**config.mk**
```make
export PLATFORM = sky130hd
export DESIGN_NAME = prog_loader
export DESIGN_NICKNAME = d
export VERILOG_FILES = /design/src/rtl/eater_pkg.sv /design/src/rtl/uart_rx_byte.sv /design/src/rtl/prog_loader.sv
export SDC_FILE = /design/constraint.sdc
export NUM_CORES = 1
export LEC_CHECK = 0
export BUFFER_PORTS_ARGS = -buffer_cell sky130_fd_sc_hd__buf_2
export CAP_MARGIN = 10
export CORE_UTILIZATION = 31
export CTS_CLUSTER_DIAMETER = 50
export CTS_CLUSTER_SIZE = 20
export DETAILED_ROUTE_END_ITERATION = 10
export GPL_TIMING_DRIVEN = 0
export PLACE_DENSITY = 0.45
export SLEW_MARGIN = 20
export SYNTH_ARGS = -nofsm -noshare
export SYNTH_HDL_FRONTEND = slang
export SYNTH_SLANG_ARGS = --single-unit
```
**constraint.sdc**
```tcl
create_clock -name clk -period 2.6 [get_ports clk]
set_clock_uncertainty 0.1 [all_clocks]
set_input_delay 0 -clock clk [delete_from_list [all_inputs] [get_ports clk]]
set_output_delay 0 -clock clk [all_outputs]
set_load 0.03 [all_outputs]
```
**src/rtl/eater_pkg.sv**
```systemverilog
`default_nettype none
// +-----------------------------------------------------------------------+
// | eater_pkg                                                             |
// | Shared constants for the 8-bit computer and its serial program loader.|
// | Revision: 1.0                                                         |
// +-----------------------------------------------------------------------+
package eater_pkg;

    typedef logic [2:0] ld_state_t;

    localparam ld_state_t LD_IDLE      = 3'd0;
    localparam ld_state_t LD_WAIT_BYTE = 3'd1;
    localparam ld_state_t LD_WR_ADDR   = 3'd2;
    localparam ld_state_t LD_WR_DATA   = 3'd3;
    localparam ld_state_t LD_CHECK     = 3'd4;
    localparam ld_state_t LD_DONE      = 3'd5;
    localparam ld_state_t LD_ERROR     = 3'd6;

    localparam logic [1:0] ERR_NONE    = 2'd0;
    localparam logic [1:0] ERR_FRAME   = 2'd1;
    localparam logic [1:0] ERR_OVERRUN = 2'd2;
    localparam logic [1:0] ERR_CSUM    = 2'd3;

    // Control-word bit positions shared by microcode ROM and bus mux.
    localparam int CW_HLT = 15;
    localparam int CW_MI  = 14;
    localparam int CW_RI  = 13;
    localparam int CW_RO  = 12;
    localparam int CW_IO  = 11;
    localparam int CW_II  = 10;
    localparam int CW_AI  = 9;
    localparam int CW_AO  = 8;
    localparam int CW_EO  = 7;
    localparam int CW_SU  = 6;
    localparam int CW_BI  = 5;
    localparam int CW_OI  = 4;
    localparam int CW_CE  = 3;
    localparam int CW_CO  = 2;
    localparam int CW_J   = 1;
    localparam int CW_FI  = 0;

endpackage : eater_pkg
`default_nettype wire

```
**src/rtl/uart_rx_byte.sv**
```systemverilog
`default_nettype none
// +-----------------------------------------------------------------------+
// | uart_rx_byte                                                          |
// | 8N1 UART receiver: synchroniser, bit timer, LSB-first shift register. |
// | Revision: 1.0                                                         |
// +-----------------------------------------------------------------------+
module uart_rx_byte #(
    parameter int CLKS_PER_BIT = 434
) (
    input  logic       clk,
    input  logic       clr,
    input  logic       rx,
    output logic [7:0] data,
    output logic       byte_valid,
    output logic       frame_err
);

    localparam int c_cw = $clog2(CLKS_PER_BIT);
    localparam logic [c_cw-1:0] c_full = c_cw'(CLKS_PER_BIT - 1);
    localparam logic [c_cw-1:0] c_half = c_cw'(CLKS_PER_BIT / 2 - 1);

    localparam logic [1:0] RX_IDLE  = 2'd0;
    localparam logic [1:0] RX_START = 2'd1;
    localparam logic [1:0] RX_DATA  = 2'd2;
    localparam logic [1:0] RX_STOP  = 2'd3;

    logic [1:0]      r_sync;
    logic [1:0]      r_state;
    logic [c_cw-1:0] r_cnt;
    logic [2:0]      r_bit;
    logic [7:0]      r_shift;
    logic            r_valid;
    logic            r_ferr;
    logic            w_rx;

    assign w_rx       = r_sync[1];
    assign data       = r_shift;
    assign byte_valid = r_valid;
    assign frame_err  = r_ferr;

    always_ff @(posedge clk or negedge clr) begin
        if (!clr) begin
            r_sync <= 2'b11;
        end else begin
            r_sync <= {r_sync[0], rx};
        end
    end

    always_ff @(posedge clk or negedge clr) begin
        if (!clr) begin
            r_state <= RX_IDLE;
            r_cnt   <= '0;
            r_bit   <= '0;
            r_shift <= '0;
            r_valid <= 1'b0;
            r_ferr  <= 1'b0;
        end else begin
            r_valid <= 1'b0;
            r_ferr  <= 1'b0;
            case (r_state)
                RX_IDLE: begin
                    r_cnt <= '0;
                    if (!w_rx) begin
                        r_state <= RX_START;
                    end
                end
                RX_START: begin
                    // Mid-start-bit re-check filters short low glitches.
                    if (r_cnt == c_half) begin
                        r_cnt <= '0;
                        r_bit <= '0;
                        r_state <= w_rx ? RX_IDLE : RX_DATA;
                    end else begin
                        r_cnt <= r_cnt + 1'b1;
                    end
                end
                RX_DATA: begin
                    if (r_cnt == c_full) begin
                        r_cnt   <= '0;
                        r_shift <= {w_rx, r_shift[7:1]};
                        if (r_bit == 3'd7) begin
                            r_state <= RX_STOP;
                        end else begin
                            r_bit <= r_bit + 1'b1;
                        end
                    end else begin
                        r_cnt <= r_cnt + 1'b1;
                    end
                end
                RX_STOP: begin
                    if (r_cnt == c_full) begin
                        r_cnt   <= '0;
                        r_valid <= w_rx;
                        r_ferr  <= ~w_rx;
                        r_state <= RX_IDLE;
                    end else begin
                        r_cnt <= r_cnt + 1'b1;
                    end
                end
                default: r_state <= RX_IDLE;
            endcase
        end
    end

endmodule : uart_rx_byte
`default_nettype wire

```
**src/rtl/prog_loader.sv**
```systemverilog
`default_nettype none
// +-----------------------------------------------------------------------+
// | prog_loader                                                           |
// | Loads a program over UART into RAM via MI/RI, then checks checksum.   |
// | Revision: 1.0                                                         |
// +-----------------------------------------------------------------------+
module prog_loader
    import eater_pkg::*;
#(
    parameter int CLKS_PER_BIT = 434,
    parameter int NUM_BYTES    = 16
) (
    input  logic       clk,
    input  logic       clr,
    input  logic       rx,
    input  logic       start,
    output logic [7:0] bus_out,
    output logic       bus_oe,
    output logic       mi,
    output logic       ri,
    output logic       cpu_hold,
    output logic       busy,
    output logic       done,
    output logic [1:0] err
);

    localparam logic [4:0] c_num_bytes = 5'(NUM_BYTES);

    logic [7:0] w_data;
    logic       w_valid;
    logic       w_ferr;
    logic       w_fault;
    logic [1:0] w_fault_code;

    ld_state_t  r_state;
    logic [4:0] r_cnt;
    logic [7:0] r_csum;
    logic [7:0] r_byte;
    logic [7:0] r_bus_out;
    logic       r_bus_oe;
    logic       r_mi;
    logic       r_ri;
    logic       r_hold;
    logic       r_busy;
    logic       r_done;
    logic [1:0] r_err;

    uart_rx_byte #(
        .CLKS_PER_BIT(CLKS_PER_BIT)
    ) u_rx (
        .clk       (clk),
        .clr       (clr),
        .rx        (rx),
        .data      (w_data),
        .byte_valid(w_valid),
        .frame_err (w_ferr)
    );

    // A byte landing mid-write means the previous one was never stored.
    always_comb begin
        w_fault      = 1'b0;
        w_fault_code = ERR_NONE;
        case (r_state)
            LD_WAIT_BYTE, LD_CHECK: begin
                if (w_ferr) begin
                    w_fault      = 1'b1;
                    w_fault_code = ERR_FRAME;
                end
            end
            LD_WR_ADDR, LD_WR_DATA: begin
                if (w_ferr) begin
                    w_fault      = 1'b1;
                    w_fault_code = ERR_FRAME;
                end else if (w_valid) begin
                    w_fault      = 1'b1;
                    w_fault_code = ERR_OVERRUN;
                end
            end
            default: begin
                w_fault      = 1'b0;
                w_fault_code = ERR_NONE;
            end
        endcase
    end

    always_ff @(posedge clk or negedge clr) begin
        if (!clr) begin
            r_state   <= LD_IDLE;
            r_cnt     <= '0;
            r_csum    <= '0;
            r_byte    <= '0;
            r_bus_out <= '0;
            r_bus_oe  <= 1'b0;
            r_mi      <= 1'b0;
            r_ri      <= 1'b0;
            r_hold    <= 1'b0;
            r_busy    <= 1'b0;
            r_done    <= 1'b0;
            r_err     <= ERR_NONE;
        end else begin
            r_bus_oe <= 1'b0;
            r_mi     <= 1'b0;
            r_ri     <= 1'b0;
            if (w_fault) begin
                r_state <= LD_ERROR;
                r_err   <= w_fault_code;
                r_hold  <= 1'b0;
                r_busy  <= 1'b0;
            end else begin
                case (r_state)
                    LD_IDLE, LD_DONE, LD_ERROR: begin
                        if (start) begin
                            r_state <= LD_WAIT_BYTE;
                            r_hold  <= 1'b1;
                            r_busy  <= 1'b1;
                            r_done  <= 1'b0;
                            r_err   <= ERR_NONE;
                            r_cnt   <= '0;
                            r_csum  <= '0;
                        end
                    end
                    LD_WAIT_BYTE: begin
                        if (w_valid) begin
                            r_byte <= w_data;
                            if (r_cnt == c_num_bytes) begin
                                r_state <= LD_CHECK;
                            end else begin
                                r_csum    <= r_csum + w_data;
                                r_state   <= LD_WR_ADDR;
                                r_mi      <= 1'b1;
                                r_bus_oe  <= 1'b1;
                                r_bus_out <= {4'b0, r_cnt[3:0]};
                            end
                        end
                    end
                    LD_WR_ADDR: begin
                        r_state   <= LD_WR_DATA;
                        r_ri      <= 1'b1;
                        r_bus_oe  <= 1'b1;
                        r_bus_out <= r_byte;
                    end
                    LD_WR_DATA: begin
                        r_cnt   <= r_cnt + 1'b1;
                        r_state <= LD_WAIT_BYTE;
                    end
                    LD_CHECK: begin
                        r_hold <= 1'b0;
                        r_busy <= 1'b0;
                        if (r_byte == r_csum) begin
                            r_state <= LD_DONE;
                            r_done  <= 1'b1;
                        end else begin
                            r_state <= LD_ERROR;
                            r_err   <= ERR_CSUM;
                        end
                    end
                    default: r_state <= LD_IDLE;
                endcase
            end
        end
    end

    assign bus_out  = r_bus_out;
    assign bus_oe   = r_bus_oe;
    assign mi       = r_mi;
    assign ri       = r_ri;
    assign cpu_hold = r_hold;
    assign busy     = r_busy;
    assign done     = r_done;
    assign err      = r_err;

endmodule : prog_loader
`default_nettype wire

```
After elaboration in Yosys (flattened, before gate mapping)
Cells that the tools add are included.
{"block": "word_totals", "inputBits": 4, "register_bits": 65}
{"block": "classes", "n_bitwise": 2, "n_mux": 59, "n_eq_ne": 27, "addsub": 4, "reduce_logical": 23}
{"cell": "two-way mux 8 bit", "n": 5}
{"cell": "case mux 8 bit (2 select lines)", "n": 2}
{"cell": "case mux 9 bit (3 select lines)", "n": 1}
{"cell": "two-way mux 2 bit", "n": 12}
{"cell": "two-way mux 3 bit", "n": 7}
{"cell": "two-way mux 1 bit", "n": 19}
{"cell": "two-way mux 9 bit", "n": 2}
{"cell": "case mux 3 bit (5 select lines)", "n": 1}
{"cell": "equality test 3 bit (second input constant)", "n": 4}
{"cell": "AND reduction 4 bit", "n": 3}
{"cell": "!= test 2 x 1 -> 1 bit (second input constant)", "n": 5}
{"cell": "!= test 2 bit (second input constant)", "n": 5}
{"cell": "case mux 5 bit (2 select lines)", "n": 1}
{"cell": "AND reduction 5 bit", "n": 2}
{"cell": "nonzero test 2 bit", "n": 5}
{"cell": "adder 9 x 1 -> 9 bit (second input constant)", "n": 1}
{"cell": "equality test 9 x 8 -> 1 bit (second input constant)", "n": 1}
{"cell": "equality test 9 bit (second input constant)", "n": 1}
{"cell": "AND reduction 3 bit", "n": 3}
{"cell": "adder 8 bit", "n": 1}
{"cell": "equality test 8 bit", "n": 1}
{"cell": "case mux 1 bit (2 select lines)", "n": 4}
{"cell": "case mux 2 bit (2 select lines)", "n": 2}
{"cell": "case mux 2 bit (4 select lines)", "n": 1}
{"cell": "18 further kinds", "n": 26}

Longest topological paths before layout
Gate-level depths: netlist of the first run.
{"block": "depth", "word_depth": 5, "mapped_depth": 9, "mapped_depth_nobuf": 8}

Hierarchy
From an unflattened synthesis of the first run, not the netlist that was laid out.
{"block": "unflattened", "cells_unflattened": 314, "area_unflattened_um2": 3397.0}
{"mod": "prog_loader", "instances": 1, "cells_each": 218, "seq_area_each_um2": 975.9, "area_each_um2": 2214.6}
{"mod": "uart_rx_byte", "instances": 1, "cells_each": 96, "seq_area_each_um2": 653.1, "area_each_um2": 1182.4}

Least setup slack after synthesis of the first run
Ideal clock, no wire load.
{"block": "synth_timing", "path_kind": "reg-to-reg", "from": "register r_csum[0]", "to": "register r_csum[6]", "slack_ps": 603, "required_ps": 2379, "stages_incl_launch_ff": 8, "arrival_time_ps": 1776, "n_path_buf": 0, "cell_sequence": "dfrtp_1 > ha_1 > fa_1 > a211oi_1 > o21bai_1 > a21oi_1 > xnor2_1 > a22o_1"}
{"block": "synth_via", "elab_chain_len": 4}
{"item": "start: declaration", "line_no": "prog_loader.sv:37", "source": "logic [7:0] r_csum;"}
{"item": "start signal: assignment", "line_no": "prog_loader.sv:128", "source": "r_csum <= r_csum + w_data;"}
{"item": "adder 8 bit", "line_no": "prog_loader.sv:128"}
{"item": "two-way mux 8 bit", "line_no": "prog_loader.sv:125", "source": "if (r_cnt == c_num_bytes) begin"}
{"item": "two-way mux 8 bit", "line_no": "prog_loader.sv:123", "source": "if (w_valid) begin"}
{"item": "case mux 8 bit (2 select lines)", "line_no": "prog_loader.sv:110", "source": "case (r_state)"}
Every way passes these cells. The select of a mux whose other input is x is not followed.
A chain may end at the register's enable or synchronous reset.

Worst setup path in the final report of the first run
{"block": "layout_timing", "from": "register r_cnt[0]", "to": "register r_csum[4]"}
{"block": "layout_via", "elab_chain_len": 3}
{"item": "start: declaration", "line_no": "prog_loader.sv:36", "source": "logic [4:0] r_cnt;"}
{"item": "start signal: assignment", "line_no": "prog_loader.sv:143", "source": "r_cnt <= r_cnt + 1'b1;"}
{"item": "equality test 5 bit", "line_no": "prog_loader.sv:125"}
{"item": "!= test 2 bit (no line)"}
{"item": "AND reduction 5 bit (no line)"}
Every way passes these cells.

==> results of run 1 <==
[logic make-up (layout without fill, tap and decap cells)]
group           count (synthesis)  count (layout)  synth area share [%]
flops                          65              65                  46.9
compound gates                 81              81                  16.1
xor+xnor                       22              22                  5.55
simple gates                   99              99                  15.3
buf+inv                        32              71                  4.21
mux                            20              20                  6.38
fa+ha+maj                      15              15                  5.62
[synthesized netlist by cell type (2+ instances only)]
library cell   n
a211o_1        2
a211oi_1       5
a21boi_1       2
a21o_1         3
a21oi_1       19
a221oi_1       2
a22o_1         9
a31oi_1        3
buf_2          8
buf_4          2
clkbuf_1       3
dfrtp_1       63
dfstp_2        2
ha_1          14
inv_1         17
mux2_1         2
mux2_2        15
mux2i_1        3
nand2_1       23
nand2b_1       7
nand3_1        5
nand4_1        6
nand4bb_1      2
nor2_1        31
nor2b_1        5
nor3_1         3
o21ai_0       13
o21ai_1        5
o21bai_1       2
o22ai_1        2
or2_2          2
xnor2_1       18
xor2_1         4
[worst paths after layout]
check,endpoint,start,slack (ns),cells past startpoint
worst min register to register,u_rx.r_sync[1]$_DFF_PN1_,u_rx.r_sync[0]$_DFF_PN1_,0.26,0
max in group asynchronous,r_cnt[4]$_DFFE_PN0P_,clr,1.29,3
worst max register to register,r_csum[4]$_DFFE_PN0P_,r_cnt[0]$_DFFE_PN0P_,0.28,5
min in group clk,u_rx.r_sync[0]$_DFF_PN1_,rx,0.20,2
worst min-delay path,r_state[1]$_DFFE_PN0P_,clr,0.05,3
worst max-delay path,r_csum[4]$_DFFE_PN0P_,r_cnt[0]$_DFFE_PN0P_,0.28,5
[power groups by stage]
stage	Combinational, uW	Clock (uW)	Sequential (uW)
floorplan	462	0	1230
global placement	741	0	1160
detailed placement	747	0	1160
CTS	754	947	1140
global route	837	993	1150
finish	748	914	1140
[registers in the layout, indices dropped and copies added, names as in the netlist, named ones only]
name             cells
err                  2
u_rx.data            8
u_rx.r_bit           3
r_state              3
u_rx.frame_err       1
u_rx.byte_valid      1
busy                 1
bus_out              8
done                 1
u_rx.r_state         1
r_csum               8
mi                   1
u_rx.r_sync          2
bus_oe               1
r_byte               8
ri                   1
r_cnt                5
u_rx.r_cnt           9
[per-stage QoR]
step           total power (uW)  hold WS (ns)  instance area [um^2]
2_1_floorplan              1690        -0.396                  3470
3_3_place_gp               1900        0.0111                  3740
3_5_place_dp               1910        -0.214                  3770
4_1_cts                    2840        0.0778                  4010
5_1_grt                    2980        0.0872                  4010
6_report                   2800        0.0535                  4010
[cell type report]
| type | count | area [um^2] |
|---|---|---|
| fill | 1090 | 6870 |
| tap | 140 | 175 |
| clock inverter | 5 | 63.8 |
| multi-input combinational | 237 | 1700 |
| clock buffer | 11 | 141 |
| timing repair buffer | 23 | 160 |
| sequential | 65 | 1630 |
| buffer | 14 | 77.6 |
| inverter | 18 | 68.8 |
[critical path: cells and delay by family, from the launching register on]
family	cells	cell delay, ns
AO/OA/AOI/OAI	1	0.71
AND/OR/NAND/NOR	1	0.29
adder cells (fa/ha/maj)	1	0.16
buffers and inverters	1	0.13
multiplexers	1	0.40
flip-flops	1	0.42
[routing by layer]
layer	up-vias	part of all wire [%]	GRT usage, %
met5	-	0	0
met4	0	1.2	4.11
met3	8	3.4	4.30
met2	39	47	23.4
met1	1201	49	19.7
li1	1268	-	-
[layout by cell type, fill, tap and decap left out, drive strengths merged, types with 6 or more instances in the layout]
cell	Yosys	routed
dfrtp	63	63
a22o	9	9
nor2	32	32
nand2b	7	7
mux2	17	17
buf	11	30
a21oi	19	19
clkbuf	3	14
xnor2	18	18
nand4	6	6
nand2	24	24
ha	14	14
inv	17	19
o21ai	19	19
==> results.py, run 1 <==
metrics = {
    "synth": {
        "synth.yosys.seq_area_share_pct": 46.9,
        "yosysWarnings": 0,
        "yosys.area.top_type": "dfrtp_1",
        "syn_avg_cell_area_um2": 10.4,
        "ys_async_sr_fraction_pct": 100,
        "synth_fp_nets": 353,
        "synthCells": 334,
        "synth_top_area_share_pct": 45.4,
        "synthFlopType": "dfrtp_1",
        "synth.area.top_cells": "dfrtp_1 45%, ha_1 5.0%, mux2_2 4.9%",
        "netlist_area_um2": 3470,
        "synth_edf_count": 0,
        "synth_seq_cells": 65,
        "yosys.cell_types.count": 65,
    },
    "sta": {
        "slew_viol_final": 0,
        "tns_ns": 0,
        "worst_pin_slew_ns": 0.680,
        "final_hold_viol_count": 0,
        "fmax_ghz": 0.431,
        "fin_crit_ns": 2.32,
        "rsz0062_at_grt": "no",
        "fin_crit_sh_pct": 89.2,
        "relSlewSlack_pct": 54.6,
        "setup-violations-final": 0,
        "fin_ws_ns": 0.282,
    },
    "floorplan": {
        "die_area_um2": 11600,
        "initial_core_util_pct": 31.9,
        "fp.dieH_um": 108,
        "io_pins": 20,
        "core_um2": 10900,
        "die_x_um": 108,
        "rows": 38,
    },
    "worst_hold_path": {
        "min_path_type": "in2async",
    },
    "setup_path": {
        "cp_slowest_stage_delay_ns": 0.71,
        "cp_max_fo": 7,
        "startpoint_type": "flip-flop",
        "critical_path.endpoint_type": "flip-flop",
        "crit_type": "reg2reg",
        "path_cells": "inv_1, ha_1, nand4bb_1, o311ai_2, mux2_2",
        "cp.required_ns": 2.74,
        "arrival_ns": 2.45,
        "crit_slowest_cell": "o311ai_2",
    },
    "power": {
        "p_int_uw": 1830,
        "p_seq_share_pct": 40.6,
        "clock_power_share_pct": 32.6,
        "switching_power_uw": 965,
        "peakVddDrop_mv": 0.338,
        "switching_share_pct": 34.5,
        "leakagePower_uw": 0.00192,
        "power_density_nw_per_um2": 697,
        "p_comb_share_pct": 26.7,
    },
    "drt": {
        "wl_um": 7700,
        "wl_per_cell_um": 15.0,
        "vias": 2516,
        "drc": 0,
        "drtAntennaViolNets": 0,
        "drt_iter0_markers": 113,
        "via_per_inst": 4.90,
        "firstDrtPassIters": 4,
    },
    "grt": {
        "grt_antenna_before_repair": 0,
        "grt_first_pass_wirelength_um": 13200,
        "grt_use_total_pct": 14.8,
        "grt-ovfl-total": 0,
        "grt_pass1_vias": 2568,
        "grt_start_max_net_pins": 52,
    },
    "placement": {
        "placed_cells": 493,
        "dp_hpwl_um": 5640,
        "port_buffers": 18,
        "dp_slack_ns": 0.226,
        "gp_congestion": 0.825,
    },
    "clock_tree": {
        "h-tree-depth": 3,
        "post_cts_buffers": 0,
        "cts_tree": "done",
        "clockRootBuffer": "clkbuf_8",
        "cts.sinks": 65,
        "insertion_delay_ns": 0.35,
        "hold_buffers": 4,
        "clk_path_buf_depth": 2,
        "numCtsBuffers": 9,
        "post_cts_resized": 0,
        "path_clk_slew_ns": 0.08,
    },
    "status": {
        "status": "completed",
    },
    "layout": {
        "fin_cells": 513,
        "nets": 387,
        "drive_above_1_share_pct": 19.8,
        "finalCoreUtilization_pct": 36.9,
        "num_antenna_cells": 0,
        "area_growth_pct": 15.6,
    },
    "job": {
        "drv_cap": 0,
    },
}
Power figures use the tool's default switching activity.
==> inputs of run 2 (changes only) <==
--- a/config.mk
+++ b/config.mk
@@ -13,6 +13,7 @@
 export DETAILED_ROUTE_END_ITERATION = 10
 export GPL_TIMING_DRIVEN = 0
 export PLACE_DENSITY = 0.45
+export RECOVER_POWER = 100
 export SLEW_MARGIN = 20
 export SYNTH_ARGS = -nofsm -noshare
 export SYNTH_HDL_FRONTEND = slang
==> run 2 against run 1 <==
  * Global-route usage is the same
  * Critical path type unchanged
  * Largest power group unchanged
  * Critical path depth up 3
  * Wire length grew 0.22%
  * Combinational power is 3.5% lower
==> results.py, run 2 (same netlist as run 1, synthesis figures left out) <==
metrics = {
    "status": {
        "status": "completed",
    },
    "clock_tree": {
        "cts_tree": "done",
        "clk_path_buf_depth": 2,
        "cts.sinks": 65,
        "path_clk_slew_ns": 0.08,
        "clockRootBuffer": "clkbuf_8",
        "insertion_delay_ns": 0.35,
        "h-tree-depth": 3,
        "numCtsBuffers": 9,
        "post_cts_resized": 0,
    },
    "layout": {
        "design_area_um2": 3950,
        "area_growth_pct": 13.8,
        "mostFrequentLayoutCell": "dfrtp_1",
        "drive_above_1_share_pct": 14.2,
        "largest_register": "u_rx.r_cnt",
        "nets": 387,
        "nFillCells": 1108,
        "largest_reg_flops": 9,
        "num_antenna_cells": 0,
        "finalCoreUtilization_pct": 36.3,
        "mostFrequentLayoutCells": "63 x dfrtp_1, 31 x nor2_1, 23 x nand2_1, 23 x clkbuf_1, 19 x a21oi_1",
    },
    "sta": {
        "slew_viol_final": 0,
        "final_hold_viol_count": 0,
        "fin_crit_sh_pct": 90.9,
        "tns_ns": 0,
        "fmax_ghz": 0.423,
        "fin_crit_ns": 2.36,
        "rsz0062_at_grt": "no",
        "worst_pin_slew_ns": 1.29,
        "relSlewSlack_pct": 13.8,
        "fin_ws_ns": 0.237,
        "setup-violations-final": 0,
    },
    "grt": {
        "grt_use_total_pct": 14.8,
        "grt_antenna_before_repair": 0,
        "grt-ovfl-total": 0,
        "grt_start_max_net_pins": 52,
        "grt_first_pass_wirelength_um": 13200,
        "grt_pass1_vias": 2568,
    },
    "setup_path": {
        "startpoint_type": "flip-flop",
        "crit_type": "reg2reg",
        "critical_path.endpoint_type": "flip-flop",
        "cp_slowest_stage_delay_ns": 0.46,
        "path_buf_inv": 2,
        "cp.required_ns": 2.73,
        "path_cells": "inv_1, ha_1, nor4bb_1, a21boi_0, a21oi_1, clkbuf_1, nand2b_1, o31ai_1",
        "crit_slowest_cell": "nor4bb_1",
        "timing.rr.start": "u_rx.r_cnt[1]$_DFF_PN0_",
        "cp_max_fo": 10,
        "crit_path_start": "u_rx.r_cnt[1]$_DFF_PN0_",
        "arrival_ns": 2.49,
        "crit_family": "simple AND/OR/NAND/NOR gates",
    },
    "floorplan": {
        "fp.dieH_um": 108,
        "die_x_um": 108,
        "io_pins": 20,
        "rows": 38,
        "core_um2": 10900,
        "initial_core_util_pct": 31.9,
        "die_area_um2": 11600,
    },
    "drt": {
        "wl_um": 7720,
        "drc": 0,
        "vias": 2512,
        "via_per_inst": 4.90,
        "firstDrtPassIters": 4,
        "wl_per_cell_um": 15.1,
        "drtAntennaViolNets": 0,
        "drt_iter0_markers": 90,
    },
    "power": {
        "peakVddDrop_mv": 0.319,
        "power_density_nw_per_um2": 702,
        "leakagePower_uw": 0.00183,
    },
    "worst_hold_path": {
        "min_path_type": "in2reg",
        "hp-start": "rx",
    },
    "placement": {
        "gp_congestion": 0.825,
        "dp_slack_ns": 0.226,
        "dpl-instance-area_um2": 3770,
        "dp_hpwl_um": 5640,
        "port_buffers": 18,
    },
    "job": {
        "drv_cap": 0,
    },
}
## run 2: area by class of cell
| cell class | count | area (um^2) | share of cell area (%) |
|---|---|---|---|
| plain buffers | 14 | 71.3 | 1.80 |
| clock buffers | 11 | 141 | 3.58 |
| clock inverters | 5 | 63.8 | 1.61 |
| inverters | 18 | 68.8 | 1.74 |
| multi-input cells | 237 | 1690 | 42.7 |
| flip-flops and latches | 65 | 1630 | 41.2 |
| well taps | 140 | 175 | 4.43 |
| repair buffers | 23 | 118 | 2.97 |
## run 2: stage by stage
stage               std cells  total power [uW]  hold slack [ns]
global route              513              2950            0.188
global placement          492              1900           0.0111
detailed placement        493              1910           -0.214
finish                    513              2770            0.202
CTS                       513              2840           0.0778
floorplan                 334              1690           -0.396
## run 2: worst paths after layout
kind                                                    end  slack, ns  depth (start not counted)
max in group asynchronous             r_csum[3]$_DFFE_PN0P_       1.12                          3
worst min register to register     u_rx.r_sync[1]$_DFF_PN1_       0.26                          0
worst max register to register  u_rx.r_state[0]$_DFFE_PN0P_       0.24                          8
worst min-delay path               u_rx.r_sync[0]$_DFF_PN1_       0.20                          2
worst max-delay path            u_rx.r_state[0]$_DFFE_PN0P_       0.24                          8
min in group asynchronous            r_state[1]$_DFFE_PN0P_       0.46                          3
## run 2: power breakdown
part | switching (uW) | internal, uW | leakage, uW
Clock | 436 | 478 | 0.000101
Sequential | 47.7 | 1090 | 0.000873
Combinational | 476 | 246 | 0.000860
Total | 960 | 1810 | 0.00183
## run 2: metal layers
metal  share of wire [%]  GRT usage, %  vias up
met4                 1.3          4.11        0
met3                 3.5          4.30        8
met1                  49          19.7     1203
met2                  46          23.4       42
li1                    -             -     1259
met5                   0             0        -
## run 2: timing repair
item                                   CTS  global route
hold buffers                             4             0
buffers inserted                         0             0
endpoints found under the hold margin   67             0
